[src/rtl/imm_ext_stage.sv]
// imm_ext_stage
// -----------------------------------------------------------------------------
// Buffered immediate-extension stage sitting between instruction fetch and
// decode. Each accepted 16-bit instruction has its immediate field extracted,
// sign- or zero-extended to OUT_W bits, and optionally pre-shifted left by one
// for branch offsets. The result is stored, with its sideband tag and an error
// flag, in a 2-entry skid buffer. The buffer has valid/ready handshakes on both
// sides and a synchronous flush.
//
// Parameters
//   OUT_W  width of the extended immediate (>= 16)
//   TAG_W  width of the sideband tag carried with each entry
//
// Ports
//   clk        clock, rising-edge active
//   rst        synchronous active-high reset
//   flush      drop every buffered entry and any same-cycle input
//   in_valid   upstream offers an instruction
//   in_ready   stage can accept this cycle (registered state and rst only)
//   in_instr   16-bit instruction word
//   in_mode    extension mode (0..6 defined, 7 reserved)
//   in_tag     sideband tag, passed through unchanged
//   out_valid  head entry valid
//   out_ready  consumer takes the head entry this cycle
//   out_imm    extended immediate of the head entry (0 when idle)
//   out_tag    tag of the head entry (0 when idle)
//   out_err    head entry used the reserved mode (0 when idle)
// -----------------------------------------------------------------------------
module imm_ext_stage #(
  parameter int OUT_W = 16,
  parameter int TAG_W = 16
) (
  input  logic             clk,
  input  logic             rst,
  input  logic             flush,
  input  logic             in_valid,
  output logic             in_ready,
  input  logic [15:0]      in_instr,
  input  logic [2:0]       in_mode,
  input  logic [TAG_W-1:0] in_tag,
  output logic             out_valid,
  input  logic             out_ready,
  output logic [OUT_W-1:0] out_imm,
  output logic [TAG_W-1:0] out_tag,
  output logic             out_err
);

  typedef enum logic [2:0] {
    MODE_Z5   = 3'd0,  // zero-extend instr[4:0]
    MODE_S5   = 3'd1,  // sign-extend instr[4:0]
    MODE_Z8   = 3'd2,  // zero-extend instr[7:0]
    MODE_S8   = 3'd3,  // sign-extend instr[7:0]
    MODE_S11  = 3'd4,  // sign-extend instr[10:0]
    MODE_B8   = 3'd5,  // sign-extend instr[7:0], then << 1
    MODE_B11  = 3'd6,  // sign-extend instr[10:0], then << 1
    MODE_RSVD = 3'd7   // reserved: imm = 0, err = 1
  } mode_e;

  // ---------------------------------------------------------------------------
  // Combinational extension of the incoming instruction
  // ---------------------------------------------------------------------------
  logic [OUT_W-1:0] ext_imm;
  logic             ext_err;

  // NOTE: every output of an always_comb gets a default first, so no path
  // through the case can leave a value held and infer a latch.
  always_comb begin
    ext_imm = '0;
    ext_err = 1'b0;
    unique case (mode_e'(in_mode))
      MODE_Z5:   ext_imm = {{(OUT_W-5){1'b0}},         in_instr[4:0]};
      MODE_S5:   ext_imm = {{(OUT_W-5){in_instr[4]}},  in_instr[4:0]};
      MODE_Z8:   ext_imm = {{(OUT_W-8){1'b0}},         in_instr[7:0]};
      MODE_S8:   ext_imm = {{(OUT_W-8){in_instr[7]}},  in_instr[7:0]};
      MODE_S11:  ext_imm = {{(OUT_W-11){in_instr[10]}}, in_instr[10:0]};
      // Branch forms: extend to OUT_W-1 bits and append a zero LSB, which is
      // the one-bit left shift with no overflow since OUT_W >= 16.
      MODE_B8:   ext_imm = {{(OUT_W-9){in_instr[7]}},   in_instr[7:0],  1'b0};
      MODE_B11:  ext_imm = {{(OUT_W-12){in_instr[10]}}, in_instr[10:0], 1'b0};
      MODE_RSVD: ext_err = 1'b1;
      default:   ext_err = 1'b1;
    endcase
  end

  // The top five instruction bits carry no immediate in any mode.
  logic unused_instr_hi;
  assign unused_instr_hi = ^in_instr[15:11];

  // ---------------------------------------------------------------------------
  // Two-entry skid buffer
  // ---------------------------------------------------------------------------
  logic [OUT_W-1:0] imm_q [2];
  logic [TAG_W-1:0] tag_q [2];
  logic             err_q [2];

  logic             head_q, head_d;
  logic             tail_q, tail_d;
  logic [1:0]       count_q, count_d;

  logic             push;
  logic             pop;

  // Ready looks only at registered occupancy and rst, so there is no
  // combinational path from out_ready back to in_ready.
  assign in_ready  = !rst && (count_q < 2'd2);
  assign out_valid = (count_q != 2'd0);

  // Flush dominates both handshakes.
  assign push = in_valid && in_ready && !flush;
  assign pop  = out_valid && out_ready && !flush;

  always_comb begin
    head_d  = head_q;
    tail_d  = tail_q;
    count_d = count_q;
    if (push) tail_d = ~tail_q;
    if (pop)  head_d = ~head_q;
    unique case ({push, pop})
      2'b10:   count_d = count_q + 2'd1;
      2'b01:   count_d = count_q - 2'd1;
      default: count_d = count_q;
    endcase
  end

  // NOTE: sequential state is written with non-blocking assignments so every
  // register samples the pre-edge values of its neighbours.
  always_ff @(posedge clk) begin
    if (rst || flush) begin
      head_q  <= 1'b0;
      tail_q  <= 1'b0;
      count_q <= 2'd0;
    end else begin
      head_q  <= head_d;
      tail_q  <= tail_d;
      count_q <= count_d;
    end
  end

  // NOTE: the payload storage is deliberately not reset; an entry is only
  // ever read while count marks it valid, and the outputs are forced to zero
  // otherwise.
  always_ff @(posedge clk) begin
    if (push) begin
      imm_q[tail_q] <= ext_imm;
      tag_q[tail_q] <= in_tag;
      err_q[tail_q] <= ext_err;
    end
  end

  assign out_imm = out_valid ? imm_q[head_q] : '0;
  assign out_tag = out_valid ? tag_q[head_q] : '0;
  assign out_err = out_valid ? err_q[head_q] : 1'b0;

endmodule

[config.mk]
export PLATFORM = sky130hd
export DESIGN_NAME = imm_ext_stage
export DESIGN_NICKNAME = d
export VERILOG_FILES = /design/src/rtl/imm_ext_stage.sv
export SDC_FILE = /design/constraint.sdc
export NUM_CORES = 1
export LEC_CHECK = 0
export ABC_AREA = 1
export ABC_CLOCK_PERIOD_IN_PS = 3700
export CAP_MARGIN = 20
export CORE_MARGIN = 1.5
export CORE_UTILIZATION = 48
export CTS_CLUSTER_DIAMETER = 150
export CTS_CLUSTER_SIZE = 40
export DETAILED_ROUTE_END_ITERATION = 7
export GPL_TIMING_DRIVEN = 0
export MAX_ROUTING_LAYER = met4
export PLACE_DENSITY = 0.8
export RECOVER_POWER = 50
export SETUP_SLACK_MARGIN = 0.4
export SLEW_MARGIN = 25
export SYNTH_ARGS = -nofsm -noshare
export SYNTH_HDL_FRONTEND = slang
export SYNTH_SLANG_ARGS = --single-unit
[constraint.sdc]
create_clock -name clk -period 3.7 [get_ports clk]
set_input_delay 1.11 -clock clk [delete_from_list [all_inputs] [get_ports clk]]
set_output_delay 1.11 -clock clk [all_outputs]
set_load 0.05 [all_outputs]
==> results of run 1 <==
==> layout make-up <==
cell class,instances,area share
repair buffers,71,0.2015
well taps,72,0.02383
inverters,18,0.01787
plain buffers,14,0.02713
clock inverters,6,0.01357
clock buffers,10,0.03375
multi-input cells,175,0.1952
flip-flops and latches,63,0.4871
==> worst min-delay path, cell delays in order, from the launching register on <==
cell	delay, ns
dfxtp_1	0.32
a21oi_1	0.05
nor2_1	0.09
==> flip-flops by register name, summed over array words and instances, names as in the netlist, named ones only <==
register / cells
err_q: 2
count_q: 2
tail_q: 1
tag_q: 32
head_q: 1
imm_q: 24
==> logic make-up after synthesis <==
| group | Yosys count |
|---|---|
| AOI/OAI and AO/OA | 35 |
| adders and majority gates | 1 |
| buffers and inverters | 32 |
| DFF | 63 |
| and+or+nand+nor | 139 |
==> layout by cell type, fill, tap and decap left out, types with 3 or more instances in the layout <==
cell,count
edfxtp_1,58
buf_4,8
nand4_1,3
nand3_1,11
dfxtp_1,5
clkbuf_8,9
dlygate4sd2_1,3
clkdlybuf4s50_1,35
dlymetal6s2s_1,8
buf_2,4
a21oi_1,31
o21ai_0,4
clkinv_1,3
clkdlybuf4s15_1,5
nor2_1,22
inv_1,18
dlygate4sd3_1,18
nand2_1,100
nor2_2,3
==> power groups by stage <==
stage               combinational, mW  sequential (mW)  clock, mW
floorplan                      0.0718            0.815          0
global placement                0.135            0.815          0
detailed placement              0.144            0.815          0
CTS                             0.143            0.800      0.548
global route                    0.150            0.801      0.576
finish                          0.138            0.800      0.537
==> what timing repair did <==
item | CTS | global route
resized for setup | 8 | 13
endpoints found under the setup margin | 8 | 13
hold buffers | 0 | 0
setup buffers | 0 | 0
==> metal layers <==
metal  GRT usage  vias to the layer above
met5           -                        -
met1      0.2242                      980
li1            -                     1065
met3     0.04419                       16
met2      0.3414                       77
met4      0.1196                        0
==> cell usage after synthesis <==
cell        n
a21oi_1    31
buf_2       4
buf_4       8
buf_6       2
dfxtp_1     5
edfxtp_1   58
ha_1        1
inv_1      18
nand2_1   100
nand3_1    11
nand4_1     3
nor2_1     23
nor2_2      2
o21ai_0     3
o21ai_1     1
==> final timing paths <==
check / start / to / slack, ns / cells past startpoint
worst min-delay path: head_q$_SDFFE_PP0P_ / flop / 0.50 / 2
worst max-delay path: rst / in_ready / 0.47 / 3
worst max register to register: count_q[1]$_SDFFE_PP0P_ / err_q[1]$_DFFE_PP_ / 1.82 / 4
worst min register to register: head_q$_SDFFE_PP0P_ / flop / 0.50 / 2
==> metrics by stage <==
step           total power, mW  setup slack [ns]  hold slack (ns)  std cells  setup TNS, ns
2_1_floorplan           0.8867            0.5907           0.4645        270              0
3_3_place_gp            0.9506           -0.5958           0.4771        411         -33.97
3_5_place_dp            0.9591            0.1678           0.4880        413              0
4_1_cts                  1.492            0.4084           0.5025        429              0
5_1_grt                  1.527            0.4109           0.5392        429              0
6_report                 1.475            0.4675           0.5042        429              0
==> results.toml, run 1 <==
[run_status]
status = "finished, final reports clean"

[grt]
grt_max_degree = 17
grt_pass1_wl_um = 9121
grt_overflow = 0
grt_pass1_vias = 2080
grt_util_all_layers = 0.2042
grt_antenna_before_repair = 0

[timing]
setup_viol = 0
slew_headroom = 0.3904
hold_violations = 0
finalCritPeriodShare = 0.8736
max_freq_mhz = 309.4
maxSlewViolCount = 0
period_needed_ns = 3.232
worstMarginPinSlew_ns = 0.9134
rsz0062_at_grt = "no"
skew_ns = 0.006959

[synth]
yosysSeqAreaShare = 0.6703
synth-compound-area-share = 0.06375
synth_top_family_by_area = "simple AND/OR/NAND/NOR gates"
synth.cell_area_mm2 = 0.002748
yosys.area_share.simple = 0.1995
synthAdderAreaFrac = 0.004554
synth.yosys.warnings = 0
netlist_instances = 270
synth_xor_area_frac = 0
synth_mux_area_frac = 0
yosys.area.top_type = "edfxtp_1"
ys_seq_elements = 63
synth_nets = 311
avgSynthCellArea_um2 = 10.18
synth_area_leaders = "edfxtp_1 (63%), nand2_1 (14%), a21oi_1 (5.6%)"
ys_types = 15
synth.top_cell.area_share = 0.6339

[drt]
met2WireLength_um = 2875
vias = 2138
met1_length_um = 2381
totalWireLength_um = 5688
dr_wl_met3_um = 285
detail-route-antenna-nets = 0
top_layer_used = "met4"
wl_per_cell_um = 13.26
drt_iter0_drc = 97
dr.pass1.iters = 4
vias_per_cell = 4.984
drc = 0

[setup_path]
critPathMaxFanout = 2
required_ns = 2.59
worstPathArrival_ns = 2.12
critical_path.startpoint_type = "input pin"
worst_path_max_delay_cell = "clkdlybuf4s15_1"
worst_path_dominant_cell_family = "buffers and inverters"
cp_cell_sequence = "clkdlybuf4s50_1 > nor2_1 > clkdlybuf4s15_1"
end_kind = "primary output"
cp_num_buf_inv = 2
path_class = "in2out"
max_stage_delay_ns = 0.50

[clock_network]
clk_pin_slew_worst_paths_ns = 0.07
clock_latency_ns = 0.32
clk_path_buf_depth = 2
cts_sinks = 63
htree_levels = 3
cts_buffers = 9
clock-root-buffer = "clkbuf_8"
cts_tree = "yes"

[final_layout]
postLayoutCellArea_mm2 = 0.003781
syn_to_final_growth_pct = 37.61
multiInputGateArea_um2 = 738.2
fillers = 413
num_antenna_cells = 0
register_area_mm2 = 0.001842
drive_above_1_share = 0.08683
fin_nets = 393
utilization = 0.6867

[power_and_ir_drop]
p_int_mw = 1.156
switchingPower_mw = 0.3186
power_frac_seq = 0.543
peakVddDrop_uv = 178.5
combPwrFrac = 0.094
p_leak_nw = 1.642
swShare = 0.2160
power_density_mw_per_mm2 = 390.1
pwr-share-clk = 0.364

[worst_hold_path]
min-delay-path-class = "reg2reg"

[die]
core_region_area_mm2 = 0.005507
initial_core_util = 0.4990
rows = 27
dieArea_mm2 = 0.006187
fp.dieW_um = 78.66
die_y_um = 78.66
io_pins = 75

[placed_design]
dp_hpwl_um = 4071
io_buffers = 69
gp_congestion = 0.7910
placedInstanceArea_mm2 = 0.003598

[run]
maxCapViolations = 0
(Power assumes the default switching activity.)
==> inputs of run 2 (changes only) <==
Settings changed: CORE_UTILIZATION 48 to 50, CTS_BUF_LIST set to sky130_fd_sc_hd__clkbuf_4, PLACE_DENSITY 0.8 to 0.83.
==> results.toml, run 2 (synthesized netlist as in run 1, its figures left out) <==
[final_layout]
fillers = 401
fin_nets = 393
mostFrequentLayoutCells = "nand2_1 (100), edfxtp_1 (58), a21oi_1 (31), clkdlybuf4s50_1 (27), nor2_1 (24)"
reg.largest.list = "tag_q: 32 flops, imm_q: 24 flops"
num_antenna_cells = 0
drive_above_1_share = 0.1008
largest_register_ffs = 32
top_register = "tag_q"
syn_to_final_growth_pct = 33.42
final_common_cell = "nand2_1"

[clock_network]
hold_buffers = 0
cts_sinks = 63
cts_tree = "yes"
cts_buffers = 9
clk_pin_slew_worst_paths_ns = 0.10
clock_latency_ns = 0.38
clk_path_buf_depth = 2
htree_levels = 3
clock-root-buffer = "clkbuf_4"

[grt]
grt_antenna_before_repair = 0
grt_pass1_wl_um = 8887
grt_util_all_layers = 0.2016
grt_pass1_vias = 1997
grt_overflow = 0
grt_max_degree = 22

[setup_path]
max_stage_delay_ns = 0.94
end_kind = "flop"
critical_path.startpoint_type = "input pin"
worstPathArrival_ns = 3.30
worst_path_dominant_cell_family = "simple AND/OR/NAND/NOR gates"
r2r_slack_ns = 1.56
worst_path_most_repeated_cell = "nor2_1"
required_ns = 3.78
worst_path_max_delay_cell = "nor2_1"
critPathMaxFanout = 18
cp_num_buf_inv = 2
path_class = "in2reg"
cp_cell_sequence = "dlygate4sd3_1 > nor2_1 > nand2_1 > nor2_1 > buf_16"

[timing]
setup_viol = 0
maxSlewViolCount = 0
period_needed_ns = 3.223
tns_ns = 0
max_freq_mhz = 310.3
worstMarginPinSlew_ns = 1.229
timing.final.ws_setup_ns = 0.4770
finalCritPeriodShare = 0.8711
slew_headroom = 0.1777
hold_violations = 0
skew_ns = 0.01474
rsz0062_at_grt = "no"

[power_and_ir_drop]
power_frac_seq = 0.611
switchingPower_mw = 0.2922
p_int_mw = 1.015
swShare = 0.2234
peakVddDrop_uv = 186.7
combPwrFrac = 0.104
p_leak_nw = 1.641
pwr-share-clk = 0.285
power_density_mw_per_mm2 = 356.7

[run_status]
status = "finished, final reports clean"

[drt]
vias_per_cell = 5.052
drc = 0
totalWireLength_um = 5428
detail-route-antenna-nets = 0
wl_per_cell_um = 12.71
drt_iter0_drc = 140
dr.pass1.iters = 4
vias = 2157

[placed_design]
place_ws_ns = 0.1523
io_buffers = 69
gp_congestion = 0.7974
dp_hpwl_um = 3915

[worst_hold_path]
min-delay-path-class = "reg2reg"

[die]
rows = 26
initial_core_util = 0.5279
core_region_area_mm2 = 0.005205
io_pins = 75
dieArea_mm2 = 0.005949
die_y_um = 77.13
fp.dieW_um = 77.13

[run]
maxCapViolations = 0
## run 2: layer usage
layer | vias up | wire length, um | GRT usage
li1 | 1075 | - | -
met1 | 998 | 2316 | 0.2360
met2 | 79 | 2770 | 0.3421
met3 | 5 | 268 | 0.03452
met4 | 0 | 72 | 0.08727
met5 | - | 0 | -
## run 2: worst reg2reg max path: stages (launching register included)
cell     delay, ns
dfxtp_1       0.38
nor2_1        0.16
nand2_1       0.11
nor2_1        0.94
buf_16        0.24
## run 2: cell type report
cell class                 instances  area [um2]  area share
tap                               70       87.58     0.02389
multi-input combinational        175       733.2      0.2000
inverter                          18       67.56     0.01843
buffer                            14       102.6     0.02799
sequential                        63        1842      0.5024
clock inverter                     3       12.51    0.003413
timing repair buffer              71       723.2      0.1973
clock buffer                      13       97.59     0.02662
## run 2: stage by stage
| step | instance area [um2] | power, mW | hold WS (ns) | util | cells |
|---|---|---|---|---|---|
| floorplan | 2748 | 0.8867 | 0.4645 | - | 270 |
| global placement | 3526 | 0.9504 | 0.4771 | 0.6774 | 409 |
| detailed placement | 3596 | 0.9586 | 0.4929 | 0.6909 | 411 |
| CTS | 3685 | 1.324 | 0.5148 | 0.7079 | 427 |
| global route | 3666 | 1.359 | 0.5655 | 0.7043 | 427 |
| finish | 3666 | 1.308 | 0.5130 | 0.7043 | 427 |
## run 2: what timing repair did
item,in CTS,in global routing
setup endpoints to repair,17,12
buffers inserted,0,0
gates resized for setup,17,17
## run 2: power groups by stage
stage                     clock, mW  combinational, mW  sequential (mW)
after floorplan                   0             0.0718            0.815
after global placement            0              0.135            0.815
after detailed placement          0              0.143            0.815
after CTS                     0.384              0.141            0.799
after global routing          0.411              0.148            0.800
final                         0.373              0.136            0.799
## run 2: path summary, 6_finish.rpt
check	from	to	cells past startpoint
setup / recovery	flush	imm_q[0][7]$_DFFE_PP_	5
setup reg to reg	count_q[1]$_SDFFE_PP0P_	imm_q[0][7]$_DFFE_PP_	4
hold reg to reg	head_q$_SDFFE_PP0P_	head_q$_SDFFE_PP0P_	2
hold / removal	head_q$_SDFFE_PP0P_	head_q$_SDFFE_PP0P_	2
